`src/rtl/adder_ctrl_pkg.sv`:
```
// Shared types for the multibyte adder sequencer: byte width and FSM state encoding.
package adder_ctrl_pkg;

    localparam int BYTE_W = 8;

    typedef enum logic [1:0] {
        IDLE,
        RUN,
        DONE
    } state_t;

endpackage

```
`src/rtl/byte_adder8.sv`:
```
// Combinational 8-bit ripple-carry adder; the only arithmetic element of the sequencer.
module byte_adder8
    import adder_ctrl_pkg::*;
(
    input  logic [BYTE_W-1:0] A,
    input  logic [BYTE_W-1:0] B,
    input  logic              Ci,
    output logic [BYTE_W-1:0] S,
    output logic              Co
);

    logic [BYTE_W:0] c;

    always_comb begin
        c    = '0;
        S    = '0;
        c[0] = Ci;
        for (int unsigned i = 0; i < BYTE_W; i++) begin
            S[i]   = A[i] ^ B[i] ^ c[i];
            c[i+1] = (A[i] & B[i]) | (c[i] & (A[i] ^ B[i]));
        end
        Co = c[BYTE_W];
    end

endmodule

```
`src/rtl/multibyte_add_ctrl.sv`:
```
// Adds NBYTES-wide operands one byte per cycle (LSB first) through a single byte adder.
// Define SUB_EN to add the Sub port (A-B via inverted B and forced carry-in).
module multibyte_add_ctrl
    import adder_ctrl_pkg::*;
#(
    parameter int NBYTES = 4
) (
    input  logic                     Clk,
    input  logic                     Rst,
    input  logic                     StartValid,
    output logic                     StartReady,
    input  logic [BYTE_W*NBYTES-1:0] Ain,
    input  logic [BYTE_W*NBYTES-1:0] Bin,
    input  logic                     Ci,
`ifdef SUB_EN
    input  logic                     Sub,
`endif
    output logic [BYTE_W*NBYTES-1:0] Sout,
    output logic                     Co,
    output logic                     DoneValid,
    input  logic                     DoneReady,
    output logic                     Busy
);

    localparam int W    = BYTE_W * NBYTES;
    localparam int IDXW = (NBYTES > 1) ? $clog2(NBYTES) : 1;
    localparam logic [IDXW-1:0] LAST = IDXW'(NBYTES - 1);

    state_t state, state_nxt;

    logic [W-1:0]      a_q, b_q, sum_q;
    logic              co_q, carry_q;
    logic [IDXW-1:0]   idx_q;
    logic [BYTE_W-1:0] a_byte, b_byte, s_byte;
    logic              co_byte;
    logic              accept, last;
`ifdef SUB_EN
    logic              sub_q;
`endif

    assign accept = (state == IDLE) && StartValid;
    assign last   = (idx_q == LAST);
    assign a_byte = a_q[int'(idx_q)*BYTE_W +: BYTE_W];
`ifdef SUB_EN
    assign b_byte = sub_q ? ~b_q[int'(idx_q)*BYTE_W +: BYTE_W] : b_q[int'(idx_q)*BYTE_W +: BYTE_W];
`else
    assign b_byte = b_q[int'(idx_q)*BYTE_W +: BYTE_W];
`endif

    byte_adder8 u_add (
        .A  (a_byte),
        .B  (b_byte),
        .Ci (carry_q),
        .S  (s_byte),
        .Co (co_byte)
    );

    always_ff @(posedge Clk) begin
        if (Rst) state <= IDLE;
        else     state <= state_nxt;
    end

    // StartValid is deliberately ignored outside IDLE, so DONE always returns through IDLE.
    always_comb begin
        state_nxt  = state;
        StartReady = 1'b0;
        DoneValid  = 1'b0;
        Busy       = 1'b0;
        unique case (state)
            IDLE: begin
                StartReady = 1'b1;
                if (StartValid) state_nxt = RUN;
            end
            RUN: begin
                Busy = 1'b1;
                if (last) state_nxt = DONE;
            end
            DONE: begin
                Busy      = 1'b1;
                DoneValid = 1'b1;
                if (DoneReady) state_nxt = IDLE;
            end
            default: state_nxt = IDLE;
        endcase
    end

    always_ff @(posedge Clk) begin
        if (Rst) begin
            a_q     <= '0;
            b_q     <= '0;
            sum_q   <= '0;
            co_q    <= 1'b0;
            carry_q <= 1'b0;
            idx_q   <= '0;
`ifdef SUB_EN
            sub_q   <= 1'b0;
`endif
        end else if (accept) begin
            a_q   <= Ain;
            b_q   <= Bin;
            idx_q <= '0;
`ifdef SUB_EN
            sub_q   <= Sub;
            carry_q <= Sub | Ci;
`else
            carry_q <= Ci;
`endif
        end else if (state == RUN) begin
            sum_q[int'(idx_q)*BYTE_W +: BYTE_W] <= s_byte;
            carry_q <= co_byte;
            if (last) co_q  <= co_byte;
            else      idx_q <= idx_q + 1'b1;
        end
    end

    assign Sout = sum_q;
    assign Co   = co_q;

endmodule

```
`config.mk`:
```
export PLATFORM = sky130hd
export DESIGN_NAME = multibyte_add_ctrl
export DESIGN_NICKNAME = d
export VERILOG_FILES = /design/src/rtl/adder_ctrl_pkg.sv /design/src/rtl/byte_adder8.sv /design/src/rtl/multibyte_add_ctrl.sv
export SDC_FILE = /design/constraint.sdc
export NUM_CORES = 1
export LEC_CHECK = 0
export CAP_MARGIN = 20
export CORE_UTILIZATION = 50
export DETAILED_ROUTE_END_ITERATION = 8
export HOLD_SLACK_MARGIN = 0.1
export PLACE_DENSITY = 0.89
export SETUP_SLACK_MARGIN = 0.5
export SYNTH_ARGS = -nofsm -noshare
export SYNTH_HDL_FRONTEND = slang
export SYNTH_HIERARCHICAL = 1
export SYNTH_SLANG_ARGS = --single-unit
```
`constraint.sdc`:
```
create_clock -name Clk -period 5.7 [get_ports Clk]
set_input_delay 1.14 -clock Clk [delete_from_list [all_inputs] [get_ports Clk]]
set_output_delay 1.14 -clock Clk [all_outputs]
set_load 0.005 [all_outputs]
```
==> results of run 1 <==
## path summary, 6_finish.rpt
kind / end / slack (ps) / depth (start not counted)
worst max-delay path: Sout[15] / 700 / 16
worst min-delay path: b_q[19] / 460 / 2
worst max register to register: Sout[15] / 700 / 16
worst min register to register: b_q[19] / 460 / 2
## cells in the mapped netlist, drive strengths merged (2+ instances only)
library cell,n,area (um2)
nor2,33,124
inv,15,56.3
and2b,2,15.0
nand2,133,499
mux4,16,360
and2,2,12.5
a32oi,22,193
and3b,2,17.5
dfxtp,102,2040
ha,9,113
a22oi,10,75.1
nor3,2,10.0
buf,21,130
a21oi,65,325
mux2i,3,30.0
clkbuf,17,65.1
and4bb,5,62.6
fa,8,160
nand2b,4,25.0
## state kept, by name (all words and copies together), names as in the netlist
signal and flops:
idx_q 2, Sout 32, carry_q 1, state 2
a_q 32, b_q 32, Co 1
## worst max-delay path: stages (launching register included)
cell      delay, ps
dfxtp_1         690
mux4_2          410
fa_1            440
inv_1            80
fa_1            170
inv_1            50
fa_1            370
fa_1            390
fa_1            410
fa_1            430
fa_1            390
inv_1            80
fa_1            430
inv_1           120
and4bb_2        250
a22oi_1          90
nor2_1          130
## metal layers
layer  global-route usage [%]  share of wire [%]  vias to the layer above
li1                         -                  -                     1805
met1                     29.5                 40                     1808
met2                     44.2                 51                      179
met3                     3.87                6.4                       29
met4                     13.4                2.8                        0
met5                        0                  0                        -
## area by class of cell
type | instances | area share [%]
flip-flops and latches | 102 | 36.3
clock inverters | 6 | 0.801
clock buffers | 10 | 2.27
well taps | 105 | 2.34
repair buffers | 110 | 19.7
multi-input cells | 326 | 37.6
inverters | 15 | 1.00
## stage by stage
step	utilization, %	cells
finish	67.1	674
global route	67.1	674
CTS	66.6	672
detailed placement	64.5	656
global placement	64.5	656
floorplan	-	481
## timing repair
item | in CTS | in global routing
hold buffers | 0 | 0
gates resized for setup | 0 | 1
setup endpoints to repair | 0 | 2
## power by group through the flow
stage | combinational, mW | sequential [mW] | clock [mW]
floorplan | 0.347 | 0.822 | 0
global placement | 0.460 | 0.839 | 0
detailed placement | 0.482 | 0.844 | 0
CTS | 0.484 | 0.828 | 0.418
global route | 0.544 | 0.837 | 0.446
finish | 0.502 | 0.829 | 0.416
## placed cells by master (no fill, tap or decap), drive strengths merged, types with 2 or more instances in the layout
cell             n
a21oi           65
a22oi           10
a32oi           22
and2             2
and2b            2
and3b            2
and4bb           5
buf              7
clkbuf          10
clkdlybuf4s50  103
clkinv           2
clkinvlp         2
dfxtp          102
fa               8
ha               9
inv             17
mux2i            3
mux4            16
nand2          133
nand2b           4
nor2            33
nor3             2
## cells by family after synthesis
family	share of synthesized area, %
flip-flops	46.4
buffers and inverters	5.71
XOR/XNOR	0.199
adder cells (fa/ha/maj)	6.20
AND/OR/NAND/NOR	18.4
multiplexers	8.87
AO/OA/AOI/OAI	14.3
==> impl_metrics.toml, run 1 <==
[sta]
maxSlewHeadroom_pct = 56.3
setup_viol = 0
post-route-min-period_ps = 5000
worst_slack_ps = 703
final.setup.tns_ps = 0
rsz0062_at_grt = "false"
hold_viol = 0
max_freq_ghz = 0.200
worst_pin_slew_ps = 656
post-route-period-util_pct = 87.7
finalClockSkew_ps = 9.80
holdWs_ps = 461
slew_violations = 0

[yosys]
ys_types = 33
synthCells = 481
synth-edff-count = 0
ys.flop_type = "dfxtp_1"
yosysWarnings = 6
synth.ff_latch_count = 102
synth-async-reset-ratio_pct = 0
yosysSeqAreaShare_pct = 46.4
syn_area_per_cell_um2 = 9.15
synth_nets = 567
synth_area_um2 = 4400

[final_layout]
drive_gt1_share_pct = 8.26
multi_input_area_um2 = 2110
regArea_um2 = 2040
finalInstanceArea_um2 = 5620
num_antenna_cells = 0
nNetsFinal = 650
area_delta_synth_final_pct = 27.7
nFillCells = 658

[critical_path]
start_kind = "flop"
critPathKind = "reg2reg"
crit-reg2reg-launch = "idx_q[1]"
cp-end-kind = "flop"
critPathArrivalTime_ps = 5310
crit_start = "idx_q[1]"
cp_max_fo = 13
critPathRequiredTime_ps = 6010

[placement]
dp_hpwl_um = 7980
place.gp.congestion = 0.817
port-buffer-count = 104
placed_cell_area_um2 = 5410
dpl_worst_slack_ps = 631

[clock_network]
cts_tree = "yes"
clockBufferDepth = 2
clk_pin_slew_worst_paths_ps = 100
cts.sink_count = 102
cts_max_level = 3
clock_latency_ps = 380
cts_setup_buffers = 0
cts_buffers = 9
root_buffer = "clkbuf_8"

[detailed_routing]
wirelength_um = 10900
num_vias = 3821
ant_nets = 0
detail_route.first_pass.iterations = 5
routedWlPerCell_um = 16.2
drt_iter0_markers = 232
routed_via_density = 5.67
route.detailed.drc = 0

[global_routing]
grt_pass1_wl_um = 17400
grt_antenna_before_repair = 0
grt_pass1_vias = 3746
grt_max_degree = 69
grtUsageTotal_pct = 25.2
grt_overflow = 0

[power]
switching_power_uw = 581
power.density_nw_per_um2 = 311
p_seq_share_pct = 47.4
p_int_mw = 1.17
vdd_drop_max_uv = 151
p_sw_share_pct = 33.2
power_frac_comb_pct = 28.7
power.total_mw = 1.75
clockPowerShare_pct = 23.8
p_leak_nw = 2.06

[status]
status = "finished clean"

[min_path]
min_from = "b_q[19]"
hp-class = "reg2reg"

[die]
die_h_um = 95.8
start_util_pct = 52.5
io_pins = 105
die_x_um = 95.8
dieArea_um2 = 9180
core-area_um2 = 8380
rows = 33

[run]
maxCapViolCount = 0
Power figures use the tool's default switching activity.
==> run 2: changes to the inputs <==
- MAX_ROUTING_LAYER: default -> met4
==> run 2 against run 1 <==
  * Cell area unchanged
  * Count of clock-buffer cells in the layout stayed put
  * Clock power about the same
  * Sequential power about the same
  * Largest power group unchanged
  * Highest routed layer unchanged
==> impl_metrics.toml, run 2 (synthesized netlist as in run 1, its figures left out) <==
[global_routing]
grt_overflow = 0
grt_antenna_before_repair = 0
grt_pass1_wl_um = 17400
grt_max_degree = 69
grt_pass1_vias = 3746
grtUsageTotal_pct = 25.9

[sta]
worst_slack_ps = 706
max_freq_ghz = 0.200
hold_viol = 0
post-route-min-period_ps = 4990
final.setup.tns_ps = 0
post-route-period-util_pct = 87.6
rsz0062_at_grt = "false"
slew_violations = 0
maxSlewHeadroom_pct = 56.3
worst_pin_slew_ps = 656
holdWs_ps = 462
finalClockSkew_ps = 9.89
setup_viol = 0

[placement]
place.gp.congestion = 0.829
port-buffer-count = 104
placed_cell_area_um2 = 5410
dp_hpwl_um = 7980
dp.cells = 656
dpl_worst_slack_ps = 631

[final_layout]
nFillCells = 658
fin_cells = 674
num_antenna_cells = 0
layout_common_cells = "nand2_1 (132), clkdlybuf4s50_1 (103), dfxtp_1 (101)"
finalInstanceArea_um2 = 5620
final_util_pct = 67.1
drive_gt1_share_pct = 8.26
nNetsFinal = 650
area_delta_synth_final_pct = 27.7
final_common_cell = "nand2_1"

[critical_path]
path_common_cell = "fa_1"
r2r_setup_slack_ps = 710
r2r_cells = 16
crit_start = "idx_q[1]"
critPathRequiredTime_ps = 6010
critPathArrivalTime_ps = 5300
cp_max_fo = 13
worstPathCellList = "mux4_2 -> fa_1 -> inv_1 -> fa_1 -> inv_1 -> fa_1 -> fa_1 -> fa_1 -> fa_1 -> fa_1 -> inv_1 -> fa_1 -> inv_1 -> and4bb_2 -> a22oi_1 -> nor2_1"
critPathKind = "reg2reg"
cpPeakStageDelay_ps = 690
crit-reg2reg-launch = "idx_q[1]"
slowest_stage = "dfxtp_1"
start_kind = "flop"
cp-end-kind = "flop"

[clock_network]
clk_pin_slew_worst_paths_ps = 100
cts_max_level = 3
cts_buffers = 9
cts.sink_count = 102
cts_tree = "yes"
clockBufferDepth = 2
root_buffer = "clkbuf_8"
clock_latency_ps = 370

[die]
die_x_um = 95.8
io_pins = 105
dieArea_um2 = 9180
core-area_um2 = 8380
rows = 33
start_util_pct = 52.5
die_h_um = 95.8

[power]
vdd_drop_max_uv = 151
p_leak_nw = 2.06
power.total_mw = 1.75
power.density_nw_per_um2 = 311

[detailed_routing]
num_vias = 3805
route.detailed.drc = 0
routed_via_density = 5.65
detail_route.first_pass.iterations = 4
ant_nets = 0
drt_iter0_markers = 219
routedWlPerCell_um = 16.2
wirelength_um = 10900

[min_path]
whs_path_depth = 2
hp-class = "reg2reg"
min_from = "b_q[19]"

[run]
maxCapViolCount = 0

[status]
status = "finished clean"
-- run 2: worst paths after layout --
path	end
setup / recovery	Sout[15]
hold / removal	b_q[19]
setup reg to reg	Sout[15]
hold reg to reg	b_q[19]
-- run 2: area by class of cell --
| class | count | area [um2] | area share [%] |
|---|---|---|---|
| repair buffers | 110 | 1110 | 19.7 |
| clock inverters | 6 | 45.0 | 0.801 |
| well taps | 105 | 131 | 2.34 |
| inverters | 15 | 56.3 | 1.00 |
| clock buffers | 10 | 128 | 2.27 |
| flip-flops and latches | 102 | 2040 | 36.3 |
| multi-input cells | 326 | 2110 | 37.6 |
-- run 2: worst max-delay path, delay by kind of cell, from the launching register on --
kind,cells,cell delay (ps)
adders and majority gates,8,3010
DFF,1,690
muxes,1,410
and+or+nand+nor,2,390
buffers and inverters,4,340
AOI/OAI and AO/OA,1,90
-- run 2: routing by layer --
layer  global-route usage (%)  wire length (um)  part of all wire, %  up-vias
met3                     3.87               677                  6.2       34
met5                        -                 0                    0        -
met4                     13.4               303                  2.8        0
li1                         -                 -                    -     1803
met1                     29.7              4400                   40     1800
met2                     44.0              5510                   51      168
-- run 2: repair_timing --
item | 4_1_cts | 5_1_grt
hold buffers | 0 | 0
resized for setup | 0 | 1
setup buffers | 0 | 0
setup endpoints to repair | 0 | 2
-- run 2: power by group --
group,leakage [nW],internal (mW),switching [mW]
Sequential,0.833,0.781,0.0483
Clock,0.0846,0.162,0.254
Combinational,1.14,0.224,0.279
